## src/rtl/alu_byte_seq_if.sv

```systemverilog
// Request/response handshake bundle for alu_byte_seq.
// Both handshakes use the same rule: a transfer happens on a rising clock
// edge where valid and ready are both high. While valid is high and ready is
// low, the sender holds valid and the payload unchanged.
// W must equal 8*NBYTES of the alu_byte_seq instance it connects to.
interface alu_byte_seq_if #(
    parameter int W = 32
);
    logic         req_valid;
    logic         req_ready;
    logic [W-1:0] req_a;
    logic [W-1:0] req_b;
    logic         req_cin;
    logic [3:0]   req_op;
    logic         rsp_valid;
    logic         rsp_ready;
    logic [W-1:0] rsp_y;
    logic         rsp_cout;

    // Requester / response consumer side
    modport master (
        output req_valid, req_a, req_b, req_cin, req_op, rsp_ready,
        input  req_ready, rsp_valid, rsp_y, rsp_cout
    );

    // Sequencer side
    modport slave (
        input  req_valid, req_a, req_b, req_cin, req_op, rsp_ready,
        output req_ready, rsp_valid, rsp_y, rsp_cout
    );
endinterface

```

## src/rtl/alu_byte_seq.sv

```systemverilog
// alu_byte_seq: issue stage that runs an NBYTES-wide operation through an
// external 8-bit ALU one byte per cycle, LSB first, chaining carry for the
// add opcodes (0110/0111) and assembling the full-width result.
// Optional build macro ALU_BYTE_SEQ_FLAGS_EN adds registered rsp_zero and
// rsp_neg outputs describing the held result.
// dbg_state exposes the FSM state (0=IDLE, 1=EXEC, 2=DONE).
module alu_byte_seq #(
    parameter int NBYTES = 4
) (
    input  logic             clk,
    input  logic             rst_n,
    alu_byte_seq_if.slave    bus,
    output logic [7:0]       alu_a,
    output logic [7:0]       alu_b,
    output logic             alu_cin,
    output logic [3:0]       alu_op,
    input  logic [7:0]       alu_y,
    output logic [1:0]       dbg_state
`ifdef ALU_BYTE_SEQ_FLAGS_EN
    ,
    output logic             rsp_zero,
    output logic             rsp_neg
`endif
);

    localparam int W    = 8 * NBYTES;
    localparam int IDXW = (NBYTES > 1) ? $clog2(NBYTES) : 1;
    localparam logic [IDXW-1:0] LAST_IDX = IDXW'(NBYTES - 1);

    localparam logic [3:0] OP_ADD  = 4'b0110;
    localparam logic [3:0] OP_ADDC = 4'b0111;

    typedef enum logic [1:0] {
        ST_IDLE = 2'd0,
        ST_EXEC = 2'd1,
        ST_DONE = 2'd2
    } state_t;

    state_t          state_q, state_d;
    logic [IDXW-1:0] idx_q, idx_d;
    logic [W-1:0]    a_q, a_d;
    logic [W-1:0]    b_q, b_d;
    logic [3:0]      op_q, op_d;
    logic            cin_q, cin_d;
    logic            carry_q, carry_d;
    logic [W-1:0]    y_q, y_d;
    logic            cout_q, cout_d;

    logic            is_add;
    logic [8:0]      byte_sum;
    logic            byte_carry;

    assign is_add = (op_q == OP_ADD) || (op_q == OP_ADDC);

    // ALU drive: byte idx of latched operands; idx is 0 outside EXEC so
    // IDLE/DONE present byte 0. Carry only chains for add ops inside EXEC.
    always_comb begin
        alu_a   = a_q[idx_q*8 +: 8];
        alu_b   = b_q[idx_q*8 +: 8];
        alu_op  = op_q;
        alu_cin = 1'b0;
        if (state_q == ST_EXEC && is_add) begin
            if (idx_q == '0) begin
                alu_cin = (op_q == OP_ADDC) ? cin_q : 1'b0;
            end else begin
                alu_cin = carry_q;
                alu_op  = OP_ADDC;
            end
        end
    end

    // The ALU has no carry out, so recompute it from the issued byte inputs.
    always_comb begin
        byte_sum   = {1'b0, alu_a} + {1'b0, alu_b} + {8'd0, alu_cin};
        byte_carry = byte_sum[8];
    end

    // Next-state logic: accept in IDLE, step bytes in EXEC, hold in DONE.
    always_comb begin
        state_d = state_q;
        idx_d   = idx_q;
        a_d     = a_q;
        b_d     = b_q;
        op_d    = op_q;
        cin_d   = cin_q;
        carry_d = carry_q;
        y_d     = y_q;
        cout_d  = cout_q;
        case (state_q)
            ST_IDLE: begin
                if (bus.req_valid) begin
                    a_d     = bus.req_a;
                    b_d     = bus.req_b;
                    op_d    = bus.req_op;
                    cin_d   = bus.req_cin;
                    carry_d = 1'b0;
                    idx_d   = '0;
                    y_d     = '0;
                    cout_d  = 1'b0;
                    state_d = ST_EXEC;
                end
            end
            ST_EXEC: begin
                y_d[idx_q*8 +: 8] = alu_y;
                carry_d           = byte_carry;
                if (idx_q == LAST_IDX) begin
                    idx_d   = '0;
                    cout_d  = is_add ? byte_carry : 1'b0;
                    state_d = ST_DONE;
                end else begin
                    idx_d = idx_q + IDXW'(1);
                end
            end
            ST_DONE: begin
                if (bus.rsp_ready) begin
                    state_d = ST_IDLE;
                end
            end
            default: begin
                state_d = ST_IDLE;
                idx_d   = '0;
            end
        endcase
    end

    // State and datapath registers with synchronous active-low reset.
    always_ff @(posedge clk) begin
        if (!rst_n) begin
            state_q <= ST_IDLE;
            idx_q   <= '0;
            a_q     <= '0;
            b_q     <= '0;
            op_q    <= '0;
            cin_q   <= 1'b0;
            carry_q <= 1'b0;
            y_q     <= '0;
            cout_q  <= 1'b0;
        end else begin
            state_q <= state_d;
            idx_q   <= idx_d;
            a_q     <= a_d;
            b_q     <= b_d;
            op_q    <= op_d;
            cin_q   <= cin_d;
            carry_q <= carry_d;
            y_q     <= y_d;
            cout_q  <= cout_d;
        end
    end

`ifdef ALU_BYTE_SEQ_FLAGS_EN
    logic zero_q, zero_d;
    logic neg_q, neg_d;

    // Flags are captured together with the final byte so they track rsp_y.
    always_comb begin
        zero_d = zero_q;
        neg_d  = neg_q;
        if (state_q == ST_IDLE && bus.req_valid) begin
            zero_d = 1'b0;
            neg_d  = 1'b0;
        end else if (state_q == ST_EXEC && idx_q == LAST_IDX) begin
            zero_d = (y_d == '0);
            neg_d  = y_d[W-1];
        end
    end

    // Flag registers.
    always_ff @(posedge clk) begin
        if (!rst_n) begin
            zero_q <= 1'b0;
            neg_q  <= 1'b0;
        end else begin
            zero_q <= zero_d;
            neg_q  <= neg_d;
        end
    end

    assign rsp_zero = zero_q;
    assign rsp_neg  = neg_q;
`else
    // Flag outputs are not built in this configuration.
`endif

    assign bus.req_ready = (state_q == ST_IDLE);
    assign bus.rsp_valid = (state_q == ST_DONE);
    assign bus.rsp_y     = y_q;
    assign bus.rsp_cout  = cout_q;
    assign dbg_state     = state_q;

endmodule

```

## src/flat_wrapper.sv

```systemverilog
// flat-port wrapper written by rule: the top's interface ports become plain ports
module alu_byte_seq_flat 
#(
    parameter int NBYTES = 4
)
  (clk, rst_n, alu_a, alu_b, alu_cin, alu_op, alu_y, dbg_state, bus_req_valid, bus_req_a, bus_req_b, bus_req_cin, bus_req_op, bus_rsp_ready, bus_req_ready, bus_rsp_valid, bus_rsp_y, bus_rsp_cout);
  alu_byte_seq_if #(.W(32)) bus_i ();
  input  logic clk;
  input  logic rst_n;
  output logic [7:0] alu_a;
  output logic [7:0] alu_b;
  output logic alu_cin;
  output logic [3:0] alu_op;
  input  logic [7:0] alu_y;
  output logic [1:0] dbg_state;
  input wire logic [$bits(bus_i.req_valid)-1:0] bus_req_valid;
  input wire logic [$bits(bus_i.req_a)-1:0] bus_req_a;
  input wire logic [$bits(bus_i.req_b)-1:0] bus_req_b;
  input wire logic [$bits(bus_i.req_cin)-1:0] bus_req_cin;
  input wire logic [$bits(bus_i.req_op)-1:0] bus_req_op;
  input wire logic [$bits(bus_i.rsp_ready)-1:0] bus_rsp_ready;
  output wire logic [$bits(bus_i.req_ready)-1:0] bus_req_ready;
  output wire logic [$bits(bus_i.rsp_valid)-1:0] bus_rsp_valid;
  output wire logic [$bits(bus_i.rsp_y)-1:0] bus_rsp_y;
  output wire logic [$bits(bus_i.rsp_cout)-1:0] bus_rsp_cout;
  assign bus_i.req_valid = bus_req_valid;
  assign bus_i.req_a = bus_req_a;
  assign bus_i.req_b = bus_req_b;
  assign bus_i.req_cin = bus_req_cin;
  assign bus_i.req_op = bus_req_op;
  assign bus_i.rsp_ready = bus_rsp_ready;
  assign bus_req_ready = bus_i.req_ready;
  assign bus_rsp_valid = bus_i.rsp_valid;
  assign bus_rsp_y = bus_i.rsp_y;
  assign bus_rsp_cout = bus_i.rsp_cout;
  alu_byte_seq #(.NBYTES(NBYTES)) u_core (.clk(clk), .rst_n(rst_n), .bus(bus_i), .alu_a(alu_a), .alu_b(alu_b), .alu_cin(alu_cin), .alu_op(alu_op), .alu_y(alu_y), .dbg_state(dbg_state));
endmodule
```

## config.mk

```make
export PLATFORM = sky130hd
export DESIGN_NAME = alu_byte_seq_flat
export DESIGN_NICKNAME = d
export VERILOG_FILES = /design/src/rtl/alu_byte_seq_if.sv /design/src/rtl/alu_byte_seq.sv /design/src/flat_wrapper.sv
export SDC_FILE = /design/constraint.sdc
export NUM_CORES = 1
export LEC_CHECK = 0
export ABC_AREA = 1
export CAP_MARGIN = 20
export CORE_ASPECT_RATIO = 0.6
export CORE_MARGIN = 5
export CORE_UTILIZATION = 47
export DETAILED_ROUTE_END_ITERATION = 7
export GPL_ROUTABILITY_DRIVEN = 1
export GPL_TIMING_DRIVEN = 1
export PLACE_DENSITY = 0.82
export SLEW_MARGIN = 20
export SYNTH_ARGS = -nofsm -noshare
export SYNTH_HDL_FRONTEND = slang
export SYNTH_SLANG_ARGS = --single-unit
```

## constraint.sdc

```tcl
create_clock -name clk -period 2.6 [get_ports clk]
set_clock_uncertainty 0.1 [all_clocks]
set_input_delay 0.78 -clock clk [delete_from_list [all_inputs] [get_ports clk]]
set_output_delay 0.78 -clock clk [all_outputs]
set_load 0.005 [all_outputs]
```

**Word-level counts from Yosys, hierarchy flattened**

Index checks and enable logic that the tools add are counted.

- Add/subtract/negate cells: 4
- Multiply operators: 0
- Div/mod/pow operators: 0
- $lt $le $gt $ge: 0
- Equal/unequal tests: 8
- Shifts and indexed selects: 4
- Mux-type cells: 20
- Bitwise operators: 1
- Reductions and logical operators: 10

Operator list:

| kind | count |
|---|---|
| 32-bit one-hot mux with 2 select lines | 1 |
| 32-bit by 6-bit variable part select with 8-bit output | 2 |
| 5-bit negation with 34-bit output | 1 |
| 8-bit by 34-bit variable shift with 32-bit output (first input constant) | 1 |
| 8-bit by 34-bit variable part select with 32-bit output | 1 |
| 32-bit bitwise mux | 1 |
| 32-bit two-way mux | 1 |
| 2-bit one-hot mux with 3 select lines | 2 |
| 2-bit two-way mux | 5 |
| 8-bit by 8-bit adder with 9-bit output | 1 |
| 9-bit by 1-bit adder with 9-bit output | 1 |
| 4-bit by 3-bit equality test with 1-bit output (second input constant) | 2 |
| 4-bit two-way mux | 2 |
| 1-bit two-way mux | 6 |
| 2-bit != test (second input constant) | 3 |
| 2-bit AND reduction | 3 |
| 3-bit AND reduction | 2 |
| 2-bit equality test (second input constant) | 2 |
| 2-bit logical NOT | 2 |
| 1-bit one-hot mux with 2 select lines | 2 |
| 2-bit by 1-bit adder with 2-bit output (second input constant) | 1 |
| 2-bit by 1-bit equality test with 1-bit output (second input constant) | 1 |
| 2-bit nonzero test | 1 |
| 1-bit logical AND | 1 |
| 2 further kinds | 2 |

- Register bits: 107
- Bits in latches: 0
- Bits in writable memories: 0
- ROM bits: 0
- Bits of input ports: 81
- Output and inout bits: 58
- Logic and storage cells: 56
- Memories kept: 0

**Longest topological paths before layout**

- Depth in word-level cells: 8
- Mapped depth: 17
- Depth with buffers taken out: 15

**Least setup slack after synthesis**

No wires, ideal clock.

- Kind: register -> output
- From: register u_core.idx_q[0]
- To: output port alu_cin
- Data arrival time: 1420 ps
- Required time: 1720 ps
- Slack: 300 ps
- Cell stages (with the launch flop): 8
- Path buffers: 2
- Cell sequence: dfxtp_1 buf_2 inv_1 buf_2 ha_1 inv_2 nand2_1 a21oi_1

- Longest elaborated chain between the ends: 3

RTL lines:

| element | line | RTL |
|---|---|---|
| start, declared | alu_byte_seq.sv:40 | `logic [IDXW-1:0] idx_q, idx_d;` |
| start signal, assigned | alu_byte_seq.sv:140 | `idx_q <= idx_d;` |
| 2-bit logical NOT | alu_byte_seq.sv:63 | `if (idx_q == '0) begin` |
| 1-bit two-way mux | alu_byte_seq.sv:63 |  |
| 1-bit two-way mux | alu_byte_seq.sv:62 | `if (state_q == ST_EXEC && is_add) begin` |
| end, declared | flat_wrapper.sv:12 | `output logic alu_cin;` |

No other way between the ends.

**Worst setup path in the final report**

- From: register u_core.idx_q[0]
- To: output port alu_b[2]

- Longest elaborated chain between the ends: 1

RTL lines:

| element | line | RTL |
|---|---|---|
| 32-bit by 6-bit variable part select with 8-bit output | alu_byte_seq.sv:59 | `alu_b = b_q[idx_q*8 +: 8];` |
| end, declared | flat_wrapper.sv:11 | `output logic [7:0] alu_b;` |

No other way between the ends.

==> qor.csv <==
metric;value;unit
fin_area;6590;um^2
worstSetupEndpointType;primary output;
wl_met2;6420;um
status;finished clean;
ir_drop;455;uV
top_layer_used;met4;
synthToLayoutAreaGrowth;44.7;%
netSwitchingFraction;26.4;%
first_pass_iters;5;
via_count;4865;
grt_pass1_wl;23500;um
leakage;2.68;nW
place_ws;0.0881;ns
syn_avg_cell_area;7.17;um^2
antenna_found_initial;0;
relSlewSlack;56.9;%
cts_tree;done;
p_per_area;608;nW/um^2
holdWs;0.364;ns
clkSlewWorstSetupHoldPaths;0.07;ns
die_y;86.2;um
finalWirelength;15000;um
die_area;11800;um^2
cts-hold-fix-buffers;0;
min_period_over_period;96.7;%
die_w;137;um
multi_input_area;2240;um^2
fmax;398;MHz
cts_buffer_depth;2;
layout_commonest_cell;nor2_1;
netlist_area;4550;um^2
syn-num-nets;729;
num_antenna_cells;0;
rsz0062_at_grt;false;
num_io_pins;139;
first_global_vias;4622;
drc;0;
slew_violations;0;
p_total;4.01;mW
synth-edff-count;0;
worstSetupPathType;flop to primary output;
finalCriticalPeriod;2.51;ns
drive_gt1_share;9.51;%
hpwl;11200;um
p_int;2.95;mW
cp.buffers_inverters;3;
grt.overflow.total;0;
wl_met3;1590;um
tns;0;ns
htreeDepth;3;
p_comb_share;19.1;%
worst_hold_path_type;flop to flop;
finalNonFillerCells;908;
setup_viol;0;
seq_area_frac_synth;47.1;%
grt_max_degree;41;
vias_per_cell;5.36;
fin_util;70.7;%
cts-root-buf;clkbuf_16;
placed_area;6130;um^2
dpl.cell_count;886;
io_buffers;138;
wl_per_cell;16.5;um
row_count;27;
cp_slowest_stage_delay;0.39;ns
ant_nets;0;
hold_viol;0;
fillers;721;
critPathMaxFanout;17;
start_kind;flop;
drt_iter0_drc;465;
cts.sinks;107;
crit_slowest_cell;dfxtp_4;
async_reset_ff_share;0;%
gp_congestion;0.945;
clock_power_share;35.7;%
cp.required;1.72;ns
start_util;48.8;%
synth_seq_cells;107;
yosys_warnings;0;
grt_usage;25.5;%
wl_met1;6780;um
p_sw;1.06;mW
cap_violations;0;
cts_buffers;9;
synth_flop_cell;dfxtp_1;
synth.distinct_cells;23;
fin_ws;0.0852;ns
worst_pin_slew;0.646;ns
syn_inst;635;
clk_latency;0.35;ns
crit_path_cell_trace;inv_4, buf_8, o21ai_0, o22ai_2, dlygate4sd2_1;
layout_common_cells;nor2_1, clkdlybuf4s50_1, dfxtp_1, o21ai_0, nand2_1;
core-area;9320;um^2
critPathTopFamily;buffers and inverters;
ff_latch_area;2150;um^2
nets;867;
cp.arrival;1.63;ns
p_seq_share;45.2;%
what timing repair did:
item,CTS,global route
pin swaps,6,1
endpoints found under the setup margin,18,3
setup buffers,5,0
cloned,1,0
resized for setup,45,5
sequential cells by signal, summed over array words and instances, names as in the netlist:
name,flops
u_core.bus.rsp_y,32
u_core.b_q,32
u_core.idx_q,2
u_core.dbg_state,2
u_core.op_q,4
u_core.carry_q,1
u_core.bus.rsp_cout,1
u_core.cin_q,1
u_core.a_q,32
path summary, 6_finish.rpt:
path	from	depth (start not counted)	endpoint	slack, ns
setup reg to reg	u_core.idx_q[0]	13	u_core.carry_q	0.19
hold / removal	u_core.bus.rsp_y[0]	2	u_core.bus.rsp_y[0]	0.36
hold reg to reg	u_core.bus.rsp_y[0]	2	u_core.bus.rsp_y[0]	0.36
setup / recovery	u_core.idx_q[0]	5	alu_b[2]	0.09
layout make-up:
class                   instances  area share [%]
clock inverters                 5            1.18
repair buffers                167            24.9
well taps                     130            2.47
clock buffers                  11            3.53
multi-input cells             468            34.0
inverters                      20            1.18
flip-flops and latches        107            32.7
cells in the mapped netlist, drive strengths merged (11+ instances only):
cell    number  area, um^2
a21oi       42         210
buf         20        98.8
clkbuf      20        75.1
dfxtp      107        2140
ha          13         163
inv         19        71.3
nand2       95         359
nand3       11        55.1
nor2       184         703
o21ai      102         510
o22ai       16         100
cells by family after synthesis:
family | after synthesis | share of synthesized area, %
DFF | 107 | 47.1
buffers and inverters | 60 | 5.47
adders and majority gates | 13 | 3.57
AOI/OAI and AO/OA | 163 | 18.5
and+or+nand+nor | 292 | 25.4
worst min-delay path: stages (launching register included):
cell     delay [ns]
dfxtp_1        0.31
nand2_1        0.06
a21oi_1        0.06
power by group through the flow:
stage / Sequential [mW] / Combinational [mW] / Clock, mW
2_1_floorplan: 1.82 / 0.364 / 0
3_3_place_gp: 1.84 / 0.707 / 0
3_5_place_dp: 1.84 / 0.728 / 0
4_1_cts: 1.81 / 0.753 / 1.44
5_1_grt: 1.82 / 0.839 / 1.51
6_report: 1.81 / 0.764 / 1.43
routing by layer:
layer,track usage (%),vias to the layer above
met4,6.61,0
li1,-,2343
met3,7.66,25
met1,36.6,2260
met5,0,-
met2,37.3,237
(Power assumes the default switching activity.)
